## src/rtl/fetch_pair_ctrl_pkg.sv

```systemverilog
`default_nettype none
// ============================================================================
// Module      : fetch_pair_ctrl_pkg
// Description : Shared types and constants for the dual-issue front-end
//               sequencer: FSM state enum, PC width, slot encoding and the
//               one-hot PC-source select bit positions.
// Revision    : 1.0 - initial release
// ============================================================================
package fetch_pair_ctrl_pkg;

    localparam int PC_W = 8;
    typedef logic [PC_W-1:0] pc_t;

    typedef enum logic [1:0] {
        RUN    = 2'd0,
        STALL  = 2'd1,
        REFILL = 2'd2
    } fsm_state_t;

    // Slot encoding used by jump_d_slot
    localparam logic SLOT1 = 1'b0;
    localparam logic SLOT2 = 1'b1;

    // One-hot select bit positions for pc_next_mux
    localparam int SEL_W     = 5;
    localparam int SEL_SEQ   = 0;
    localparam int SEL_PRED1 = 1;
    localparam int SEL_PRED2 = 2;
    localparam int SEL_JUMP  = 3;
    localparam int SEL_REDIR = 4;

    // Sequential fetch advances over both slots; wraps at 8 bits
    function automatic pc_t pc_plus2(input pc_t pc);
        return pc + pc_t'(2);
    endfunction

endpackage
`default_nettype wire

```

## src/rtl/fetch_pair_ctrl_pc_next_mux.sv

```systemverilog
`default_nettype none
// ============================================================================
// Module      : pc_next_mux
// Description : Pure combinational next-PC selector. AND-OR mux driven by a
//               one-hot select from the sequencer FSM.
// Ports       : sel      - one-hot source select (SEL_* bit positions)
//               pc_seq   - sequential PC (pcF + 2)
//               pc_pred1 - slot-1 predicted target
//               pc_pred2 - slot-2 predicted target
//               pc_jump  - decode jump target
//               pc_redir - execute redirect target
//               pc_out   - selected next PC
// Revision    : 1.0 - initial release
// ============================================================================
module pc_next_mux
    import fetch_pair_ctrl_pkg::*;
(
    input  logic [SEL_W-1:0] sel,
    input  logic [PC_W-1:0]  pc_seq,
    input  logic [PC_W-1:0]  pc_pred1,
    input  logic [PC_W-1:0]  pc_pred2,
    input  logic [PC_W-1:0]  pc_jump,
    input  logic [PC_W-1:0]  pc_redir,
    output logic [PC_W-1:0]  pc_out
);

    always_comb begin
        pc_out = '0;
        if (sel[SEL_SEQ])   pc_out = pc_out | pc_seq;
        if (sel[SEL_PRED1]) pc_out = pc_out | pc_pred1;
        if (sel[SEL_PRED2]) pc_out = pc_out | pc_pred2;
        if (sel[SEL_JUMP])  pc_out = pc_out | pc_jump;
        if (sel[SEL_REDIR]) pc_out = pc_out | pc_redir;
    end

endmodule
`default_nettype wire

```

## src/rtl/fetch_pair_ctrl.sv

```systemverilog
`default_nettype none
// ============================================================================
// Module      : fetch_pair_ctrl
// Description : Front-end sequencer for the dual-issue core. Arbitrates
//               execute redirects, decode jumps, decode stalls and fetch
//               predictions; drives stall/flush of the fetch->decode-1
//               register and selects the next fetch PC. Inserts IMEM_LAT
//               refill bubbles after a redirect or jump.
// Ports       : clk, reset (async, active-low)
//               pcF, predictionF_1/2, pcBranchF, pcBranchF_inst2 - fetch
//               stall_req_d, jump_d, jump_d_slot, jump_d_target  - decode
//               redirect_e, redirect_e_target                     - execute
//               stall_outer, flush_F_1/2, flush_D_1/2             - pipe ctl
//               pc_en, pc_next                                    - PC reg
//               stall_timeout                                     - debug
// Revision    : 1.0 - initial release
// ============================================================================
module fetch_pair_ctrl
    import fetch_pair_ctrl_pkg::*;
#(
    parameter int IMEM_LAT  = 1,
    parameter int MAX_STALL = 15
) (
    input  logic            clk,
    input  logic            reset,
    input  logic [PC_W-1:0] pcF,
    input  logic            predictionF_1,
    input  logic            predictionF_2,
    input  logic [PC_W-1:0] pcBranchF,
    input  logic [PC_W-1:0] pcBranchF_inst2,
    input  logic            stall_req_d,
    input  logic            jump_d,
    input  logic            jump_d_slot,
    input  logic [PC_W-1:0] jump_d_target,
    input  logic            redirect_e,
    input  logic [PC_W-1:0] redirect_e_target,
    output logic            stall_outer,
    output logic            flush_F_1,
    output logic            flush_F_2,
    output logic            flush_D_1,
    output logic            flush_D_2,
    output logic            pc_en,
    output logic [PC_W-1:0] pc_next,
    output logic            stall_timeout
);

    localparam int               STALL_W       = $clog2(MAX_STALL + 1);
    localparam logic [STALL_W-1:0] c_stall_max   = STALL_W'(MAX_STALL);
    localparam logic [1:0]       c_refill_load = 2'(IMEM_LAT);

    fsm_state_t         r_state;
    fsm_state_t         w_state_nxt;
    logic [STALL_W-1:0] r_stall_cnt;
    logic [STALL_W-1:0] w_stall_cnt_nxt;
    logic [1:0]         r_refill_cnt;
    logic [1:0]         w_refill_cnt_nxt;

    logic               w_in_refill;
    logic               w_redir;
    logic               w_jump;
    logic               w_hold;
    logic               w_refill;
    logic               w_fetch_ok;
    logic               w_pred1;
    logic               w_pred2;
    logic [SEL_W-1:0]   w_pc_sel;

    // Event decode in priority order. reset is active-low, so gating with it
    // masks every event while reset is held: outputs fall back to the idle
    // sequential-fetch values immediately on assertion.
    assign w_in_refill = (r_state == REFILL);
    assign w_redir     = reset & redirect_e;
    assign w_jump      = reset & jump_d & ~w_redir;
    // Only bubbles are in flight during refill, so a decode hold is moot there
    assign w_hold      = reset & stall_req_d & ~w_redir & ~w_jump & ~w_in_refill;
    assign w_refill    = w_in_refill & ~w_redir & ~w_jump;
    assign w_fetch_ok  = reset & ~w_redir & ~w_jump & ~w_hold & ~w_in_refill;
    assign w_pred1     = w_fetch_ok & predictionF_1;
    assign w_pred2     = w_fetch_ok & ~predictionF_1 & predictionF_2;

    // ------------------------------------------------------------------
    // State and counter registers
    // ------------------------------------------------------------------
    always_ff @(posedge clk or negedge reset) begin
        if (!reset) begin
            r_state      <= RUN;
            r_stall_cnt  <= '0;
            r_refill_cnt <= '0;
        end else begin
            r_state      <= w_state_nxt;
            r_stall_cnt  <= w_stall_cnt_nxt;
            r_refill_cnt <= w_refill_cnt_nxt;
        end
    end

    // ------------------------------------------------------------------
    // Next-state logic
    // ------------------------------------------------------------------
    always_comb begin
        w_state_nxt      = RUN;
        w_stall_cnt_nxt  = '0;
        w_refill_cnt_nxt = '0;
        if (w_redir || w_jump) begin
            // A redirect arriving mid-refill simply restarts the bubble count
            w_state_nxt      = REFILL;
            w_refill_cnt_nxt = c_refill_load;
        end else if (w_hold) begin
            w_state_nxt     = STALL;
            w_stall_cnt_nxt = (r_stall_cnt == c_stall_max) ? r_stall_cnt
                                                           : r_stall_cnt + 1'b1;
        end else if (w_refill) begin
            if (r_refill_cnt > 2'd1) begin
                w_state_nxt      = REFILL;
                w_refill_cnt_nxt = r_refill_cnt - 2'd1;
            end
        end
    end

    // ------------------------------------------------------------------
    // Output logic
    // ------------------------------------------------------------------
    always_comb begin
        stall_outer   = w_hold;
        pc_en         = ~w_hold;
        // Flush_F and stall are mutually exclusive by construction: w_hold
        // excludes redirect, jump and refill.
        flush_F_1     = w_redir | w_jump | w_refill;
        // Slot 2 is wrong-path behind a taken slot-1 prediction
        flush_F_2     = w_redir | w_jump | w_refill | w_pred1;
        flush_D_1     = w_redir;
        // A slot-1 jump kills its slot-2 companion; a slot-2 jump keeps slot 1
        flush_D_2     = w_redir | (w_jump & (jump_d_slot == SLOT1));
        stall_timeout = w_hold & (r_stall_cnt == c_stall_max);

        w_pc_sel            = '0;
        w_pc_sel[SEL_REDIR] = w_redir;
        w_pc_sel[SEL_JUMP]  = w_jump;
        w_pc_sel[SEL_PRED1] = w_pred1;
        w_pc_sel[SEL_PRED2] = w_pred2;
        w_pc_sel[SEL_SEQ]   = ~(w_redir | w_jump | w_pred1 | w_pred2);
    end

    pc_next_mux u_pc_next_mux (
        .sel      (w_pc_sel),
        .pc_seq   (pc_plus2(pcF)),
        .pc_pred1 (pcBranchF),
        .pc_pred2 (pcBranchF_inst2),
        .pc_jump  (jump_d_target),
        .pc_redir (redirect_e_target),
        .pc_out   (pc_next)
    );

endmodule
`default_nettype wire

```

## config.mk

```make
export PLATFORM = sky130hd
export DESIGN_NAME = fetch_pair_ctrl
export DESIGN_NICKNAME = d
export VERILOG_FILES = /design/src/rtl/fetch_pair_ctrl_pkg.sv /design/src/rtl/fetch_pair_ctrl_pc_next_mux.sv /design/src/rtl/fetch_pair_ctrl.sv
export SDC_FILE = /design/constraint.sdc
export NUM_CORES = 1
export LEC_CHECK = 0
export ABC_AREA = 1
export BUFFER_PORTS_ARGS = -buffer_cell sky130_fd_sc_hd__buf_2
export CAP_MARGIN = 20
export CORE_ASPECT_RATIO = 1.1
export CORE_MARGIN = 10
export CORE_UTILIZATION = 40
export CTS_CLUSTER_DIAMETER = 30
export DETAILED_ROUTE_END_ITERATION = 8
export GPL_ROUTABILITY_DRIVEN = 0
export PLACE_DENSITY = 0.77
export SYNTH_ARGS = -nofsm -noshare
export SYNTH_HDL_FRONTEND = slang
export SYNTH_SLANG_ARGS = --single-unit
```

## constraint.sdc

```tcl
create_clock -name clk -period 2.1 [get_ports clk]
set_input_delay 0.105 -clock clk [delete_from_list [all_inputs] [get_ports clk]]
set_output_delay 0.105 -clock clk [all_outputs]
set_load 0.05 [all_outputs]
```

Word-level counts from Yosys, hierarchy flattened
Index checks and enable logic that the tools add are counted.
{"block": "op_classes", "add_sub_neg": 3, "n_lt_le_gt_ge": 1, "eq_ne": 3, "mux": 16, "bitwise_logic": 34, "reduce_logical": 1}
{"cell": "8-bit two-way mux", "n": 5}
{"cell": "8-bit bitwise OR", "n": 4}
{"cell": "1-bit AND", "n": 18}
{"cell": "2-bit two-way mux", "n": 8}
{"cell": "4-bit two-way mux", "n": 3}
{"cell": "8-bit by 2-bit adder with 8-bit output, second input constant", "n": 1}
{"cell": "1-bit inverter", "n": 6}
{"cell": "1-bit bitwise OR", "n": 6}
{"cell": "4-bit by 1-bit adder with 4-bit output, second input constant", "n": 1}
{"cell": "4-bit == test, second input constant", "n": 1}
{"cell": "3-bit != test, second input constant", "n": 1}
{"cell": "2-bit == test, second input constant", "n": 1}
{"cell": "2-bit by 1-bit > comparator with 1-bit output, second input constant", "n": 1}
{"cell": "2-bit by 1-bit subtractor with 2-bit output, second input constant", "n": 1}
{"cell": "1-bit logical OR", "n": 1}
{"block": "word_totals", "register_bits": 8, "in_bits": 48, "output_inout_bits": 15, "wordCells": 61}

Longest topological paths before layout
Gate-level depths: netlist of the first run.
{"block": "logic_depth", "ltp_word": 21, "ltp_mapped": 8, "mapped_depth_nobuf": 8}

By module
Synthesis of the first run repeated with hierarchy kept, for this count alone.
{"block": "hier_totals", "cells_unflattened": 163, "hier_area_um2": 948.4}
{"mod": "fetch_pair_ctrl", "n_inst": 1, "cells_each": 70, "area_each_um2": 569.3, "seq_area_each_um2": 200.2}
{"mod": "pc_next_mux", "n_inst": 1, "cells_each": 93, "area_each_um2": 379.1, "seq_area_each_um2": 0.0}

Worst setup path before layout of the first run
OpenSTA, ideal clock, no wires.
{"block": "synth_timing", "path_kind": "register -> register", "startpoint": "reg r_state[1]", "endpoint": "reg r_stall_cnt[1]", "t_arrival_ns": 1.435, "required_ns": 2.034, "setup_slack_ns": 0.598, "stages_incl_launch_ff": 8, "period_less_slack_ns": 1.502, "cell_sequence": "dfrtp_1 > nand2_2 > inv_2 > nor2_4 > nand2_4 > inv_1 > nand3_1 > nand2_1"}
{"block": "synth_between", "elab_chain_len": 5}
{"element": "start, declared", "line": "fetch_pair_ctrl.sv:51", "rtl": "fsm_state_t r_state;"}
{"element": "start signal, assigned", "line": "fetch_pair_ctrl.sv:90", "rtl": "r_state <= w_state_nxt;"}
{"element": "2-bit == test *", "line": "fetch_pair_ctrl.sv:71", "rtl": "assign w_in_refill = (r_state == REFILL);"}
{"element": "1-bit inverter *", "line": "fetch_pair_ctrl.sv:75", "rtl": "assign w_hold = reset & stall_req_d & ~w_redir & ~w_jump & ~w_in_refill;"}
{"element": "1-bit AND *", "line": "fetch_pair_ctrl.sv:75"}
{"element": "named net stall_outer", "line": "fetch_pair_ctrl.sv:37", "rtl": "output logic stall_outer,"}
{"element": "4-bit two-way mux", "line": "fetch_pair_ctrl.sv:107", "rtl": "end else if (w_hold) begin"}
{"element": "4-bit two-way mux", "line": "fetch_pair_ctrl.sv:103", "rtl": "if (w_redir || w_jump) begin"}
{"element": "end signal, assigned", "line": "fetch_pair_ctrl.sv:91", "rtl": "r_stall_cnt <= w_stall_cnt_nxt;"}
{"element": "end, declared", "line": "fetch_pair_ctrl.sv:53", "rtl": "logic [STALL_W-1:0] r_stall_cnt;"}
Mark *: on every way through the listed nets, which the timed path passes. The rest lies on a longest branch.
A chain may end at the register's enable or synchronous reset.

Final worst setup path of the first run
{"block": "layout_timing", "startpoint": "reg r_state[1]", "endpoint": "out pc_next[6]"}
{"block": "layout_between", "elab_chain_len": 18}
{"element": "2-bit == test *", "line": "fetch_pair_ctrl.sv:71"}
{"element": "1-bit inverter *", "line": "fetch_pair_ctrl.sv:75, fetch_pair_ctrl.sv:77"}
{"element": "1-bit AND", "line": "fetch_pair_ctrl.sv:75"}
{"element": "1-bit inverter", "line": "fetch_pair_ctrl.sv:77", "rtl": "assign w_fetch_ok = reset & ~w_redir & ~w_jump & ~w_hold & ~w_in_refill;"}
{"element": "1-bit AND", "line": "fetch_pair_ctrl.sv:77"}
{"element": "1-bit AND *", "line": "fetch_pair_ctrl.sv:77"}
{"element": "1-bit AND (on tied branches)", "line": "fetch_pair_ctrl.sv:78, fetch_pair_ctrl.sv:79"}
{"element": "1-bit bitwise OR / 1-bit AND (equally long branches)", "line": "fetch_pair_ctrl.sv:140, fetch_pair_ctrl.sv:79"}
{"element": "(+2 left out)"}
{"element": "8-bit bitwise OR", "line": "fetch_pair_ctrl_pc_next_mux.sv:30", "rtl": "if (sel[SEL_PRED1]) pc_out = pc_out | pc_pred1;"}
{"element": "8-bit two-way mux", "line": "fetch_pair_ctrl_pc_next_mux.sv:30"}
{"element": "8-bit bitwise OR", "line": "fetch_pair_ctrl_pc_next_mux.sv:31", "rtl": "if (sel[SEL_PRED2]) pc_out = pc_out | pc_pred2;"}
{"element": "8-bit two-way mux *", "line": "fetch_pair_ctrl_pc_next_mux.sv:31"}
{"element": "8-bit bitwise OR", "line": "fetch_pair_ctrl_pc_next_mux.sv:32", "rtl": "if (sel[SEL_JUMP]) pc_out = pc_out | pc_jump;"}
{"element": "8-bit two-way mux *", "line": "fetch_pair_ctrl_pc_next_mux.sv:32"}
{"element": "8-bit bitwise OR", "line": "fetch_pair_ctrl_pc_next_mux.sv:33", "rtl": "if (sel[SEL_REDIR]) pc_out = pc_out | pc_redir;"}
{"element": "8-bit two-way mux *", "line": "fetch_pair_ctrl_pc_next_mux.sv:33"}
{"element": "end, declared", "line": "fetch_pair_ctrl.sv:43", "rtl": "output logic [PC_W-1:0] pc_next,"}
Mark *: on every way between the ends. The rest lies on a longest branch, timed or not.

==> results.sh, run 1 <==
export IMPL_status="completed"
export IMPL_syn_nets=222
export IMPL_fin_setup_tns_ps=0
export IMPL_yosysSeqAreaShare=0.208
export IMPL_post_drt_wl_per_cell_um=11.4
export IMPL_ys_types=22
export IMPL_powerDensity_nw_per_um2=399
export IMPL_grt_max_degree=14
export IMPL_worstPathMaxFanout=13
export IMPL_synth_seq_cells=8
export IMPL_crit_slowest_cell="nand4_1"
export IMPL_startpoint_type="flip-flop"
export IMPL_cts_tree="done"
export IMPL_pre_cts_ws_ps=394
export IMPL_ant_nets=0
export IMPL_num_io_pins=63
export IMPL_p_leak_nw=0.865
export IMPL_grt_pass1_vias=1196
export IMPL_grt_first_pass_wirelength_um=4860
export IMPL_die_area_um2=4760
export IMPL_dr_total_vias=1246
export IMPL_slew_limit_headroom=0.560
export IMPL_fin_ws_ps=245
export IMPL_total_power_uw=531
export IMPL_hp_class="in2reg"
export IMPL_max_stage_delay_ps=410
export IMPL_start_util=0.422
export IMPL_synth_cells=172
export IMPL_wirelength_um=3030
export IMPL_crit_chain="nand2_2 -> nand4_1 -> nor2_1 -> nor2_1 -> nand2_1 -> buf_2"
export IMPL_fin_skew_ps=3.31
export IMPL_cp_required_ps=2000
export IMPL_drc=0
export IMPL_die_h_um=71.4
export IMPL_ir_worst_vdd_mv=0.357
export IMPL_cp_common_cell="nor2_1"
export IMPL_grt_antenna_before_repair=0
export IMPL_post_cts_setup_buffers=0
export IMPL_drv_slew=0
export IMPL_die_width_um=66.7
export IMPL_num_nets_final=288
export IMPL_worst_skew_pair_late_latency_ps=250
export IMPL_cp_arrival_ps=1750
export IMPL_cts_sinks=8
export IMPL_root_buffer="clkbuf_4"
export IMPL_worstMarginPinSlew_ps=653
export IMPL_cts_made_buffers=3
export IMPL_worst_setup_path_type="reg2out"
export IMPL_groute_usage_overall=0.123
export IMPL_core_um2=2270
export IMPL_viasPerCell=4.68
export IMPL_area_growth_pct=38.5
export IMPL_fin_area_um2=1330
export IMPL_synth_warnings=0
export IMPL_diodes=0
export IMPL_setup_viol=0
export IMPL_cts_clk_slew_worst_paths_ps=50
export IMPL_std_cell_rows=18
export IMPL_rsz0062_at_grt="no"
export IMPL_firstDrtPassIters=4
export IMPL_clockBufferDepth=2
export IMPL_fin_crit_sh=0.883
export IMPL_timing_hold_violations_final=0
export IMPL_max_cap_viol_count=0
export IMPL_drtIter0Drc=48
export IMPL_fmax_mhz=539
export IMPL_grt_overflow=0
export IMPL_synth_area_um2=961
export IMPL_placed_area_um2=1300
export IMPL_fin_crit_ps=1850
export IMPL_dp_hpwl_um=2610
export IMPL_h_tree_depth=1
export IMPL_synth_area_per_cell_um2=5.59
export IMPL_cp_end_kind="output port"
export IMPL_port_buffers=62
export IMPL_fillers=256
export IMPL_drive_gt1_frac=0.318
==> layer usage <==
metal / part of all wire / up-vias / global-route usage
met5: 0 / - / 0
met4: 0.017 / 0 / 0.0559
met3: 0.14 / 6 / 0.0482
met2: 0.45 / 49 / 0.210
met1: 0.39 / 524 / 0.127
li1: - / 667 / -
==> sequential cells by signal (all words and copies together) (netlist names) <==
signal / cells
r_refill_cnt: 2
r_stall_cnt: 4
r_state: 2
==> cells in the final DEF, fill, tap and decap left out <==
cell,n
a21oi_1,2
buf_2,63
clkbuf_4,3
clkinv_1,1
dfrtp_1,8
dlygate4sd3_1,1
ha_1,2
inv_1,30
inv_2,2
nand2_1,61
nand2_2,1
nand2_4,1
nand3_1,6
nand3_2,1
nand4_1,18
nor2_1,22
nor2_2,1
nor2_4,2
o21ai_0,4
o21ai_2,1
o21bai_1,2
or2_0,1
xnor2_1,1
xor2_1,2
==> worst max-delay path, delay by kind of cell, from the launching register on <==
| family | cells | cell delay (ps) |
|---|---|---|
| flops | 1 | 370 |
| buf+inv | 1 | 260 |
| simple gates | 5 | 860 |
==> path summary, 6_finish.rpt <==
path	from	slack [ps]	end	cells after the start
max	r_state[1]	250	pc_next[6]	6
min	stall_req_d	140	r_state[0]	3
max reg2reg	r_state[1]	810	r_stall_cnt[0]	6
min reg2reg	r_refill_cnt[0]	480	r_refill_cnt[0]	1
max in group asynchronous	reset	1480	r_state[1]	2
min in group asynchronous	reset	360	r_state[0]	2
==> through the flow <==
stage	instances	utilization	hold slack (ps)
2_1_floorplan	172	-	-191
3_3_place_gp	261	0.569	-15.6
3_5_place_dp	262	0.571	-11.4
4_1_cts	266	0.585	139
5_1_grt	266	0.585	144
6_report	266	0.585	139
==> power breakdown <==
part / switching, mW / internal (mW)
registers: 0.00171 / 0.158
logic: 0.177 / 0.0807
clock network: 0.0486 / 0.0651
total: 0.227 / 0.304
==> logic make-up after synthesis <==
kind of cell / after synthesis / share of synthesized area
DFF: 8 / 0.208
AOI/OAI and AO/OA: 9 / 0.0560
xor gates and xnor gates: 3 / 0.0273
adders and majority gates: 2 / 0.0260
and+or+nand+nor: 114 / 0.538
buffers and inverters: 36 / 0.145
==> cells in the mapped netlist, drive strengths merged <==
master | instances | area (µm²)
xnor2 | 1 | 8.76
inv | 32 | 120
nand4 | 18 | 113
clkinv | 1 | 3.75
buf | 3 | 15.0
a21oi | 2 | 10.0
dfrtp | 8 | 200
o21bai | 2 | 15.0
nor2 | 25 | 111
or2 | 1 | 6.26
ha | 2 | 25.0
nand2 | 63 | 246
o21ai | 5 | 28.8
nand3 | 7 | 40.0
xor2 | 2 | 17.5
==> layout make-up <==
cell class | count | area, µm² | area share
clock buffers | 3 | 22.5 | 0.0169
inverters | 33 | 124 | 0.0930
multi-input cells | 128 | 622 | 0.467
flip-flops and latches | 8 | 200 | 0.150
well taps | 30 | 37.5 | 0.0282
repair buffers | 64 | 325 | 0.244
==> timing repair <==
action / CTS / global route
endpoints found under the hold margin: 8 / 0
hold buffers: 1 / 0
resized for setup: 0 / 0
Note: power is estimated with default switching activity, not from simulation.
==> run 2, diff against run 1 <==
--- a/config.mk
+++ b/config.mk
@@ -8,13 +8,15 @@
 export ABC_AREA = 1
 export BUFFER_PORTS_ARGS = -buffer_cell sky130_fd_sc_hd__buf_2
 export CAP_MARGIN = 20
+export CELL_PAD_IN_SITES_DETAIL_PLACEMENT = 0
+export CELL_PAD_IN_SITES_GLOBAL_PLACEMENT = 1
 export CORE_ASPECT_RATIO = 1.1
 export CORE_MARGIN = 10
-export CORE_UTILIZATION = 40
+export CORE_UTILIZATION = 28
 export CTS_CLUSTER_DIAMETER = 30
 export DETAILED_ROUTE_END_ITERATION = 8
 export GPL_ROUTABILITY_DRIVEN = 0
-export PLACE_DENSITY = 0.77
+export PLACE_DENSITY_LB_ADDON = 0.1
 export SYNTH_ARGS = -nofsm -noshare
 export SYNTH_HDL_FRONTEND = slang
 export SYNTH_SLANG_ARGS = --single-unit
==> run 2 against run 1 <==
Via count down 0.88%; critical path depth unchanged; sequential share of layout area down 0.44 points; critical path type unchanged.
==> results.sh, run 2 (synthesis results as in run 1) <==
export IMPL_worstMarginPinSlew_ps=495
export IMPL_firstDrtPassIters=4
export IMPL_placed_area_um2=1320
export IMPL_crit_chain="nand2_2 -> nand4_1 -> nor2_1 -> nor2_1 -> nand2_1 -> buf_2"
export IMPL_hold_path_cell_count=3
export IMPL_h_tree_depth=1
export IMPL_worst_skew_pair_late_latency_ps=250
export IMPL_ir_worst_vdd_mv=0.171
export IMPL_min_from="stall_req_d"
export IMPL_num_io_pins=63
export IMPL_combPwrFrac=0.487
export IMPL_worstReg2RegEnd="r_stall_cnt[0]"
export IMPL_fmax_mhz=536
export IMPL_viasPerCell=4.32
export IMPL_place_inst=280
export IMPL_drive_gt1_frac=0.324
export IMPL_final_common_cell="buf_2"
export IMPL_fin_setup_tns_ps=0
export IMPL_status="completed"
export IMPL_reg2reg_depth=6
export IMPL_core_um2=3330
export IMPL_die_h_um=81.4
export IMPL_die_width_um=75.9
export IMPL_cts_tree="done"
export IMPL_instances_no_fill=286
export IMPL_startpoint_type="flip-flop"
export IMPL_rsz0062_at_grt="no"
export IMPL_max_stage_delay_ps=420
export IMPL_largest_register_ff_count=4
export IMPL_worstPathMaxFanout=12
export IMPL_clockBufferDepth=2
export IMPL_max_flop_register="r_stall_cnt"
export IMPL_setup_viol=0
export IMPL_max_cap_viol_count=0
export IMPL_fin_skew_ps=3.92
export IMPL_fin_crit_sh=0.889
export IMPL_start_util=0.289
export IMPL_drv_slew=0
export IMPL_grt_pass1_vias=1220
export IMPL_grt_antenna_before_repair=0
export IMPL_largestRegisters="r_stall_cnt: 4 flops, r_refill_cnt: 2 flops, r_state: 2 flops"
export IMPL_timing_hold_worst_endpoint="r_state[0]"
export IMPL_timing_hold_violations_final=0
export IMPL_seq_power_share=0.295
export IMPL_cts_made_buffers=3
export IMPL_swShare=0.434
export IMPL_p_int_uw=305
export IMPL_dp_hpwl_um=2860
export IMPL_fin_area_um2=1370
export IMPL_wirelength_um=3340
export IMPL_ant_nets=0
export IMPL_std_cell_rows=22
export IMPL_diodes=0
export IMPL_die_area_um2=6180
export IMPL_root_buffer="clkbuf_4"
export IMPL_groute_usage_overall=0.112
export IMPL_area_growth_pct=42.7
export IMPL_cp_common_cell="nor2_1"
export IMPL_whs_ps=156
export IMPL_clockPowerShare=0.218
export IMPL_fin_crit_ps=1870
export IMPL_num_nets_final=290
export IMPL_timing_rr_start="r_state[1]"
export IMPL_grt_overflow=0
export IMPL_drtIter0Drc=72
export IMPL_slew_limit_headroom=0.669
export IMPL_worst_setup_path_type="reg2out"
export IMPL_r2r_setup_slack_ps=810
export IMPL_crit_slowest_cell="nand4_1"
export IMPL_postCtsResizedCells=0
export IMPL_fillers=383
export IMPL_hp_class="in2reg"
export IMPL_cts_sinks=8
export IMPL_final_cell_mix="62 x buf_2, 61 x nand2_1, 30 x inv_1, 22 x nor2_1, 18 x nand4_1"
export IMPL_cp_arrival_ps=1760
export IMPL_port_buffers=62
export IMPL_cts_clk_slew_worst_paths_ps=50
export IMPL_utilization=0.412
export IMPL_grt_first_pass_wirelength_um=5520
export IMPL_p_leak_nw=0.875
export IMPL_cp_required_ps=2000
export IMPL_powerDensity_nw_per_um2=393
export IMPL_dr_total_vias=1235
export IMPL_drc=0
export IMPL_cp_end_kind="output port"
export IMPL_grt_max_degree=14
export IMPL_post_drt_wl_per_cell_um=11.7
export IMPL_switching_power_uw=233
## run 2: how the worst max path moves through the flow
stage                          start        endpoint  slack, ps  cells after the start
after floorplan           r_state[1]  r_stall_cnt[1]        600                      7
after global placement         reset      pc_next[2]        420                      8
after detailed placement       reset      pc_next[6]        330                      8
after CTS                 r_state[1]      pc_next[6]        140                      6
after global routing      r_state[1]      pc_next[7]         40                      6
final                     r_state[1]      pc_next[1]        230                      6
## run 2: per-stage QoR
stage / setup WS, ps / power [mW]
global placement: 424 / 0.421
CTS: 143 / 0.546
global route: 41.3 / 0.588
detailed placement: 331 / 0.423
finish: 234 / 0.538
floorplan: 598 / 0.327
## run 2: routing by layer
metal / GRT usage / wire length (µm) / up-vias
met1: 0.135 / 1400 / 521
met2: 0.184 / 1590 / 44
li1: - / - / 670
met4: 0.0223 / 0 / 0
met3: 0.0470 / 346 / 0
met5: 0 / 0 / -
## run 2: area by class of cell
cell class                 count  area (µm²)  share of cell area
multi-input combinational    128         622               0.453
timing repair buffer          66         343               0.250
sequential                     8         200               0.146
inverter                      33         124              0.0903
tap                           48        60.1              0.0438
clock buffer                   3        22.5              0.0164
## run 2: repair_timing
item / in CTS / in global routing
setup buffers: 0 / 2
hold endpoints to repair: 8 / 0
setup endpoints to repair: 0 / 2
hold buffers: 1 / 0
## run 2: power by group through the flow
stage / registers (mW) / logic [mW] / clock network [mW]
2_1_floorplan: 0.162 / 0.165 / 0
3_3_place_gp: 0.162 / 0.259 / 0
3_5_place_dp: 0.162 / 0.262 / 0
4_1_cts: 0.159 / 0.264 / 0.123
5_1_grt: 0.159 / 0.289 / 0.139
6_report: 0.159 / 0.262 / 0.117
## run 2: worst max-delay path, delay by kind of cell, from the launching register on
kind / cells / cell delay [ps]
buffers and inverters: 1 / 270
DFF: 1 / 360
and+or+nand+nor: 5 / 870
